[config.mk]
export PLATFORM = sky130hd
export DESIGN_NAME = pc_fetch_ctrl_flat
export DESIGN_NICKNAME = d
export VERILOG_FILES = /design/src/rtl/pc_fetch_ctrl_pkg.sv /design/src/rtl/pc_fetch_ctrl_if.sv /design/src/rtl/pc_fetch_ctrl_wdog.sv /design/src/rtl/pc_fetch_ctrl.sv /design/src/flat_wrapper.sv
export SDC_FILE = /design/constraint.sdc
export NUM_CORES = 1
export LEC_CHECK = 0
export BUFFER_PORTS_ARGS = -buffer_cell sky130_fd_sc_hd__clkbuf_2
export CAP_MARGIN = 0
export CORE_ASPECT_RATIO = 0.8
export CORE_MARGIN = 4
export CORE_UTILIZATION = 48
export CTS_BUF_LIST = sky130_fd_sc_hd__clkbuf_4
export CTS_CLUSTER_SIZE = 8
export DETAILED_ROUTE_END_ITERATION = 6
export GPL_ROUTABILITY_DRIVEN = 1
export GPL_TIMING_DRIVEN = 0
export PLACE_DENSITY = 0.8
export REMOVE_ABC_BUFFERS = 1
export SLEW_MARGIN = 30
export SYNTH_ARGS = -nofsm -noshare
export SYNTH_HDL_FRONTEND = slang
export SYNTH_SLANG_ARGS = --single-unit
[constraint.sdc]
create_clock -name clk -period 1.86 [get_ports clk]
set_input_delay 0.186 -clock clk [delete_from_list [all_inputs] [get_ports clk]]
set_output_delay 0.186 -clock clk [all_outputs]
set_load 0.01 [all_outputs]
[src/rtl/pc_fetch_ctrl_pkg.sv]
// Shared types and default constants for the PC fetch controller slice.
package pc_ctrl_pkg;

  typedef enum logic [1:0] {
    IDLE,
    WAIT,
    HOLD,
    ERR
  } state_t;

  localparam int unsigned DEF_AW       = 8;
  localparam int unsigned DEF_DW       = 8;
  localparam int unsigned DEF_STEP     = 4;
  localparam int unsigned DEF_RESET_PC = 0;
  localparam int unsigned DEF_MAX_WAIT = 15;

endpackage

[src/rtl/pc_fetch_ctrl_if.sv]
// Instruction-memory request port and decoder-side word handshake.
interface pc_fetch_ctrl_if
  import pc_ctrl_pkg::*;
#(
  parameter int unsigned AW = DEF_AW,
  parameter int unsigned DW = DEF_DW
);

  logic          mem_req;
  logic [AW-1:0] mem_addr;
  logic          mem_ack;
  logic [DW-1:0] mem_rdata;
  logic          inst_valid;
  logic [DW-1:0] inst_data;
  logic [AW-1:0] inst_pc;
  logic          inst_ready;

  modport master (
    output mem_req, mem_addr,
    input  mem_ack, mem_rdata,
    output inst_valid, inst_data, inst_pc,
    input  inst_ready
  );

  modport slave (
    input  mem_req, mem_addr,
    output mem_ack, mem_rdata,
    input  inst_valid, inst_data, inst_pc,
    output inst_ready
  );

endinterface

[src/rtl/pc_fetch_ctrl_wdog.sv]
// Saturating wait counter; expired flags the cycle in which the count reaches MAX_WAIT.
module pc_ctrl_wdog #(
  parameter int unsigned MAX_WAIT = 15
) (
  input  logic clk,
  input  logic rst_n,
  input  logic clr,
  input  logic en,
  output logic expired
);

  localparam int unsigned CW = $clog2(MAX_WAIT + 1);

  logic [CW-1:0] cnt;

  always_ff @(posedge clk or negedge rst_n) begin
    if (!rst_n) begin
      cnt <= '0;
    end else if (clr) begin
      cnt <= '0;
    end else if (en && cnt != CW'(MAX_WAIT)) begin
      cnt <= cnt + CW'(1);
    end
  end

  assign expired = en && (cnt >= CW'(MAX_WAIT - 1));

endmodule

[src/rtl/pc_fetch_ctrl.sv]
// Program-counter fetch sequencer: one outstanding memory read, one buffered word.
module pc_fetch_ctrl
  import pc_ctrl_pkg::*;
#(
  parameter int unsigned AW       = DEF_AW,
  parameter int unsigned DW       = DEF_DW,
  parameter int unsigned STEP     = DEF_STEP,
  parameter int unsigned RESET_PC = DEF_RESET_PC,
  parameter int unsigned MAX_WAIT = DEF_MAX_WAIT
) (
  input  logic          clk,
  input  logic          rst_n,
  input  logic          run,
  input  logic          redirect_valid,
  input  logic [AW-1:0] redirect_pc,
  pc_fetch_ctrl_if.master bus,
  output logic [AW-1:0] pc_out,
  output logic          timeout_err
);

  state_t        state, state_n;
  logic [AW-1:0] pc_n, addr_n, ipc_n;
  logic [DW-1:0] data_n;
  logic          req_n, valid_n, err_n;
  logic          squash, squash_n;
  logic          wdog_expired;

  pc_ctrl_wdog #(.MAX_WAIT(MAX_WAIT)) u_wdog (
    .clk     (clk),
    .rst_n   (rst_n),
    .clr     ((state != WAIT) || bus.mem_ack),
    .en      ((state == WAIT) && !bus.mem_ack),
    .expired (wdog_expired)
  );

  always_comb begin
    state_n  = state;
    pc_n     = pc_out;
    req_n    = bus.mem_req;
    addr_n   = bus.mem_addr;
    valid_n  = bus.inst_valid;
    data_n   = bus.inst_data;
    ipc_n    = bus.inst_pc;
    err_n    = timeout_err;
    squash_n = squash;

    if (redirect_valid) begin
      pc_n = redirect_pc;
      if (state == WAIT && !bus.mem_ack) begin
        // Request stays in flight; its data is dropped when the ack arrives.
        squash_n = 1'b1;
      end else if (state == ERR) begin
        err_n   = 1'b0;
        state_n = IDLE;
      end else begin
        squash_n = 1'b0;
        valid_n  = 1'b0;
        req_n    = run;
        if (run) addr_n = redirect_pc;
        state_n  = run ? WAIT : IDLE;
      end
    end else begin
      case (state)
        IDLE: begin
          if (run) begin
            req_n   = 1'b1;
            addr_n  = pc_out;
            state_n = WAIT;
          end
        end
        WAIT: begin
          if (bus.mem_ack) begin
            if (squash) begin
              squash_n = 1'b0;
              req_n    = run;
              if (run) addr_n = pc_out;
              state_n  = run ? WAIT : IDLE;
            end else begin
              data_n  = bus.mem_rdata;
              ipc_n   = bus.mem_addr;
              valid_n = 1'b1;
              pc_n    = pc_out + AW'(STEP);
              req_n   = 1'b0;
              state_n = HOLD;
            end
          end else if (wdog_expired) begin
            req_n    = 1'b0;
            err_n    = 1'b1;
            squash_n = 1'b0;
            state_n  = ERR;
          end
        end
        HOLD: begin
          if (!bus.inst_valid || bus.inst_ready) begin
            valid_n = 1'b0;
            req_n   = run;
            if (run) addr_n = pc_out;
            state_n = run ? WAIT : IDLE;
          end
        end
        default: ;
      endcase
    end
  end

  always_ff @(posedge clk or negedge rst_n) begin
    if (!rst_n) begin
      state          <= IDLE;
      pc_out         <= AW'(RESET_PC);
      bus.mem_req    <= 1'b0;
      bus.mem_addr   <= AW'(RESET_PC);
      bus.inst_valid <= 1'b0;
      bus.inst_data  <= '0;
      bus.inst_pc    <= '0;
      timeout_err    <= 1'b0;
      squash         <= 1'b0;
    end else begin
      state          <= state_n;
      pc_out         <= pc_n;
      bus.mem_req    <= req_n;
      bus.mem_addr   <= addr_n;
      bus.inst_valid <= valid_n;
      bus.inst_data  <= data_n;
      bus.inst_pc    <= ipc_n;
      timeout_err    <= err_n;
      squash         <= squash_n;
    end
  end

endmodule

[src/flat_wrapper.sv]
// flat-port wrapper written by rule: the top's interface ports become plain ports
module pc_fetch_ctrl_flat import pc_ctrl_pkg::*;
#(
  parameter int unsigned AW       = DEF_AW,
  parameter int unsigned DW       = DEF_DW,
  parameter int unsigned STEP     = DEF_STEP,
  parameter int unsigned RESET_PC = DEF_RESET_PC,
  parameter int unsigned MAX_WAIT = DEF_MAX_WAIT
)
  (clk, rst_n, run, redirect_valid, redirect_pc, pc_out, timeout_err, bus_mem_req, bus_mem_addr, bus_mem_ack, bus_mem_rdata, bus_inst_valid, bus_inst_data, bus_inst_pc, bus_inst_ready);
  pc_fetch_ctrl_if #(.AW(AW), .DW(DW)) bus_i ();
  input  logic clk;
  input  logic rst_n;
  input  logic run;
  input  logic redirect_valid;
  input  logic [AW-1:0] redirect_pc;
  output logic [AW-1:0] pc_out;
  output logic timeout_err;
  output wire logic [$bits(bus_i.mem_req)-1:0] bus_mem_req;
  output wire logic [$bits(bus_i.mem_addr)-1:0] bus_mem_addr;
  input wire logic [$bits(bus_i.mem_ack)-1:0] bus_mem_ack;
  input wire logic [$bits(bus_i.mem_rdata)-1:0] bus_mem_rdata;
  output wire logic [$bits(bus_i.inst_valid)-1:0] bus_inst_valid;
  output wire logic [$bits(bus_i.inst_data)-1:0] bus_inst_data;
  output wire logic [$bits(bus_i.inst_pc)-1:0] bus_inst_pc;
  input wire logic [$bits(bus_i.inst_ready)-1:0] bus_inst_ready;
  assign bus_mem_req = bus_i.mem_req;
  assign bus_mem_addr = bus_i.mem_addr;
  assign bus_i.mem_ack = bus_mem_ack;
  assign bus_i.mem_rdata = bus_mem_rdata;
  assign bus_inst_valid = bus_i.inst_valid;
  assign bus_inst_data = bus_i.inst_data;
  assign bus_inst_pc = bus_i.inst_pc;
  assign bus_i.inst_ready = bus_inst_ready;
  pc_fetch_ctrl #(.AW(AW), .DW(DW), .STEP(STEP), .RESET_PC(RESET_PC), .MAX_WAIT(MAX_WAIT)) u_core (.clk(clk), .rst_n(rst_n), .run(run), .redirect_valid(redirect_valid), .redirect_pc(redirect_pc), .bus(bus_i), .pc_out(pc_out), .timeout_err(timeout_err));
endmodule
Word-level counts from Yosys, hierarchy flattened
Index checks and enable logic that the tools add are counted.
{ "word_totals": {"reg_bits": 42, "out_inout_bits": 35, "elab_cells": 107} }
{ "classes": {"n_addsub": 2, "n_lt_le_gt_ge": 1, "eq_ne": 18, "n_mux": 51, "bitwise_logic": 2, "n_reduce_logical": 23} }
{ "ops": {"columns": ["operator", "n"], "rows": [
  ["$mux W8", 12],
  ["$mux W1", 25],
  ["$pmux W8 S3", 1],
  ["$mux W2", 8],
  ["$ne A3 B3 Y1 const B", 4],
  ["$reduce_and A6 Y1", 2],
  ["$ne A2 B2 Y1 const B", 5],
  ["$reduce_and A5 Y1", 2],
  ["$add A8 B3 Y8 const B", 1],
  ["$mux W4", 2],
  ["$ne A4 B4 Y1 const B", 2],
  ["$reduce_bool A2 Y1", 4],
  ["$reduce_and A7 Y1", 1],
  ["$ne A3 B2 Y1 const B", 2],
  ["$pmux W2 S3", 1],
  ["$reduce_and A3 Y1", 2],
  ["$reduce_bool A3 Y1", 2],
  ["$add A4 B1 Y4 const B", 1],
  ["$eq A2 B2 Y1 const B", 2],
  ["$ge A4 B4 Y1 const B", 1],
  ["$ne A2 B1 Y1 const B", 2],
  ["$reduce_and A4 Y1", 1],
  ["$reduce_bool A4 Y1", 1],
  ["$logic_and A1 B1 Y1", 3],
  ["7 further kinds", 10]
]} }

Longest topological paths before layout
{ "depth": {"word_depth": 7, "mapped_depth": 8} }

Hierarchy
Synthesis repeated with hierarchy kept, for this count alone.
{ "hier_totals": {"cells_unflattened": 186, "area_unflattened_um2": 2158.3} }
{ "modules_own_cells": {"columns": ["module", "instances", "cells_each", "area_each_um2", "seq_area_each_um2"], "rows": [
  ["pc_fetch_ctrl", 1, 163, 1896.8, 950.9],
  ["pc_ctrl_wdog", 1, 23, 261.5, 100.1]
]} }

Least setup slack after synthesis
OpenSTA, ideal clock, no wires.
{ "synth_timing": {"path_kind": "reg2reg", "from": "reg u_core.state[1]", "to": "reg u_core.bus.inst_data[0]", "setup_ps": 125, "t_arrival_ps": 1632, "setup_slack_ps": 103, "path_stages_with_launch": 8, "n_path_buf": 2, "period_less_slack_ps": 1757, "path_cell_list": "dfrtp_1 > inv_1 > ha_1 > buf_6 > nand3b_2 > nor2_2 > buf_4 > mux2_2"} }
{ "synth_via": {"elab_chain_len": 2} }
{ "synth_rtl": {"columns": ["element", "line", "source"], "rows": [
  ["start: declaration", "pc_fetch_ctrl.sv:21", "state_t state, state_n;"],
  ["start signal: assignment", "pc_fetch_ctrl.sv:118", "state <= state_n;"],
  ["$eq A2 B1 Y1", "pc_fetch_ctrl.sv:63", "case (state)"],
  ["$reduce_and A4 Y1 (no source line)", null, null],
  ["end signal: assignment", "pc_fetch_ctrl.sv:123", "bus.inst_data <= data_n;"],
  ["end: declaration", "pc_fetch_ctrl_if.sv:21", "output inst_valid, inst_data, inst_pc,"]
]} }
Every way passes these cells.
A chain may end at the register's enable or synchronous reset.

Final worst setup path
{ "layout_timing": {"from": "reg u_core.state[1]", "to": "reg u_core.bus.mem_addr[0]"} }
{ "layout_via": {"elab_chain_len": 4, "elab_cells_between_ends": 14, "classes_between": "eq/ne (8); mux (2); reduce/logical (4)"} }
{ "layout_rtl": {"columns": ["element", "line", "source"], "rows": [
  ["$eq A2 B1 Y1", "pc_fetch_ctrl.sv:49, pc_fetch_ctrl.sv:63", null],
  ["$logic_and A1 B1 Y1", "pc_fetch_ctrl.sv:49", "if (state == WAIT && !bus.mem_ack) begin"],
  ["$ne A2 B2 Y1 (no source line)", null, null],
  ["$reduce_and A7 Y1 (no source line)", null, null],
  ["end signal: assignment", "pc_fetch_ctrl.sv:111", "bus.mem_addr <= AW'(RESET_PC);"],
  ["end signal: assignment", "pc_fetch_ctrl.sv:121", "bus.mem_addr <= addr_n;"],
  ["end: declaration", "pc_fetch_ctrl_if.sv:19", "output mem_req, mem_addr,"]
]} }
Several ways; a longest one is shown, not always the timed one.

==> flow_metrics.tcl <==
set metrics [dict create \
    setup_viol 0 \
    drt_iter0_drc 74 \
    grt_usage_pct 17.2 \
    hold_class "in2reg" \
    synth.avg_cell_area_um2 11.4 \
    cts_buffers 5 \
    grt_max_degree 43 \
    hold_start "bus_mem_rdata[3]" \
    antenna_found_initial 0 \
    core_area_um2 3930 \
    worstMarginPinSlew_ps 746 \
    dp_hpwl_um 3040 \
    clk_pin_slew_ps 130 \
    leakage_nw 1.25 \
    grt_pass1_wl_um 6990 \
    vias_per_cell 5.15 \
    r2r_slack_ps 40 \
    end_kind "flip-flop" \
    htree_levels 2 \
    vias 1531 \
    fin_worst_skew_ps 12.1 \
    synth.top_cell.area_share_pct 51.7 \
    drive_gt1_share_pct 45.0 \
    fp.dieW_um 80.8 \
    grt_pass1_vias 1500 \
    timing.slew.headroom_pct 50.3 \
    instances_no_fill 297 \
    die_y_um 66.2 \
    clock.fmax_mhz 551 \
    ant_nets 0 \
    grt_remaining_overflow 0 \
    synthArstFlopShare_pct 100 \
    drc 0 \
    worstReg2RegStart "u_core.state[1]" \
    ys.flop_type "dfrtp_1" \
    min_period_over_period_pct 97.6 \
    vdd_drop_max_mv 0.813 \
    power_mw 3.88 \
    dp_slack_ps -471 \
    synth_top_area_cell "dfrtp_1" \
    rows 20 \
    ys_seq_area_share_pct 51.7 \
    synth-seq-cells 42 \
    critPathKind "reg2reg" \
    utilization_pct 65.5 \
    wl_um 4290 \
    fin_crit_ps 1820 \
    rr_worst_depth 6 \
    hold_depth 2 \
    drtPass1Iterations 4 \
    port-buffer-count 56 \
    max_stage_delay_ps 420 \
    cts.sinks 42 \
    cts_tree "built" \
    fin_tns_setup_ps 0 \
    top_level_ports 57 \
    gp_congestion 0.883 \
    crit_required_ps 2100 \
    layout_setup_ws_ps 44.2 \
    synth-edff-count 0 \
    pwr_density_cell_nw_per_um2 1510 \
    cp-start-kind "flip-flop" \
    min_to "u_core.bus.inst_data[3]" \
    wl_per_cell_um 14.4 \
    insertion_delay_ps 350 \
    yosysWarnings 0 \
    finalHoldViolations 0 \
    final.fill_count 312 \
    path_max_fanout 8 \
    n_antenna_cell 0 \
    areaGrowthSynthToFinish_pct 26.6 \
    cpMaxStageDelayCell "dfrtp_1" \
    synth_cell_type_count 34 \
    synth.area.top_cells "dfrtp_1 52%, mux2_2 15%, o21ai_0 4.7%, ha_1 4.3%, nand2_1 2.8%" \
    dp_cells 283 \
    finalNetCount 270 \
    r2r-end "u_core.bus.mem_addr[0]" \
    synthesis.area_um2 2030 \
    initial_core_util_pct 51.8 \
    cts_buffer_depth 2 \
    arrival_ps 2050 \
    synthesis.instances 179 \
    critical_path.cell_chain "buf_4 -> ha_4 -> and3b_2 -> o22ai_4 -> nand3_4 -> mux2_4" \
    dieArea_um2 5350 \
    root_buffer "clkbuf_4" \
    drv_cap 0 \
    slew_viol_final 0 \
    status "completed" \
]
## layer usage
metal / vias to the layer above / GRT usage (%) / wire length [um]
met5: - / 0 / 0
met4: 0 / 8.23 / 103
met3: 9 / 3.81 / 174
met2: 37 / 27.4 / 2120
met1: 726 / 22.3 / 1890
li1: 759 / - / -
## cell type report
cell class,count,area (um2),area share (%)
Sequential cell,42,1050,40.8
Multi-Input combinational cell,118,990,38.4
Timing Repair Buffer,62,343,13.3
Tap cell,55,68.8,2.67
Inverter,12,45.0,1.75
Clock inverter,3,40.0,1.55
Clock buffer,5,37.5,1.46
## cells in the final DEF, fill, tap and decap left out, types with 2 or more instances in the layout
master,count
nand2_1,15
clkbuf_4,6
inv_2,2
nor3_1,2
xnor2_1,6
dfrtp_1,42
a31oi_1,4
o21ai_0,18
a21oi_1,5
ha_1,4
mux2i_1,4
inv_1,10
clkinv_2,2
clkbuf_2,55
mux2_2,26
nand3_1,3
buf_4,4
ha_4,3
a211oi_1,2
nor2_1,6
## sequential cells by signal, indices dropped and copies added, names as in the netlist
name                   count
u_core.bus.inst_data       8
u_core.bus.mem_addr        8
u_core.bus.mem_req         1
u_core.squash              1
u_core.bus.inst_pc         8
u_core.timeout_err         1
u_core.state               2
u_core.pc_out              8
u_core.u_wdog.cnt          4
u_core.bus.inst_valid      1
## worst max-delay path by stage
stage	startpoint	end	slack, ps	cells after the start
2_1_floorplan	u_core.state[1]	u_core.bus.inst_data[0]	-30	5
3_3_place_gp	u_core.state[1]	u_core.bus.inst_data[0]	-420	5
3_5_place_dp	u_core.state[1]	u_core.bus.inst_pc[4]	-470	5
4_1_cts	u_core.state[1]	u_core.bus.mem_addr[4]	1	6
5_1_grt	u_core.state[1]	u_core.bus.mem_addr[2]	-10	6
6_report	u_core.state[1]	u_core.bus.mem_addr[0]	40	6
## metrics by stage
stage                     area [um2]  hold WS, ps
final                           2570         60.1
after global routing            2570         40.8
after CTS                       2490         35.9
after detailed placement        2350          243
after global placement          2340          409
after floorplan                 1990         -110
## report_power, final
part	internal (mW)	switching (mW)
logic	0.930	0.888
clock network	0.279	0.288
registers	1.27	0.234
## logic make-up after synthesis
kind of cell,synth area share (%)
xor gates and xnor gates,2.58
muxes,16.9
DFF,51.7
AOI/OAI and AO/OA,10.6
and+or+nand+nor,9.72
adders and majority gates,4.31
buffers and inverters,4.12
## timing repair
item,4_1_cts,5_1_grt
endpoints found under the hold margin,42,0
hold buffers,1,0
buffers inserted,2,3
gates resized for setup,5,14
pin swaps,1,3
endpoints found under the setup margin,26,17
## critical path: cells and delay by family (launching register included)
kind / cells / cell delay, ps
DFF: 1 / 420
buffers and inverters: 1 / 150
AOI/OAI and AO/OA: 1 / 190
and+or+nand+nor: 2 / 440
muxes: 1 / 340
adders and majority gates: 1 / 170
## Yosys cell counts, types with 2 or more instances
master / instances
a211oi_1: 2
o22ai_1: 2
mux2i_1: 4
o21ai_0: 19
xnor2_1: 6
nor2_1: 6
nand2b_1: 2
nor3_1: 2
a31oi_1: 4
dfrtp_1: 42
mux2_2: 27
a21oi_1: 5
nand3_1: 3
inv_1: 12
clkbuf_1: 3
and3b_1: 2
ha_1: 7
nand2_1: 15
No activity file was read; power rests on OpenSTA's default activity.
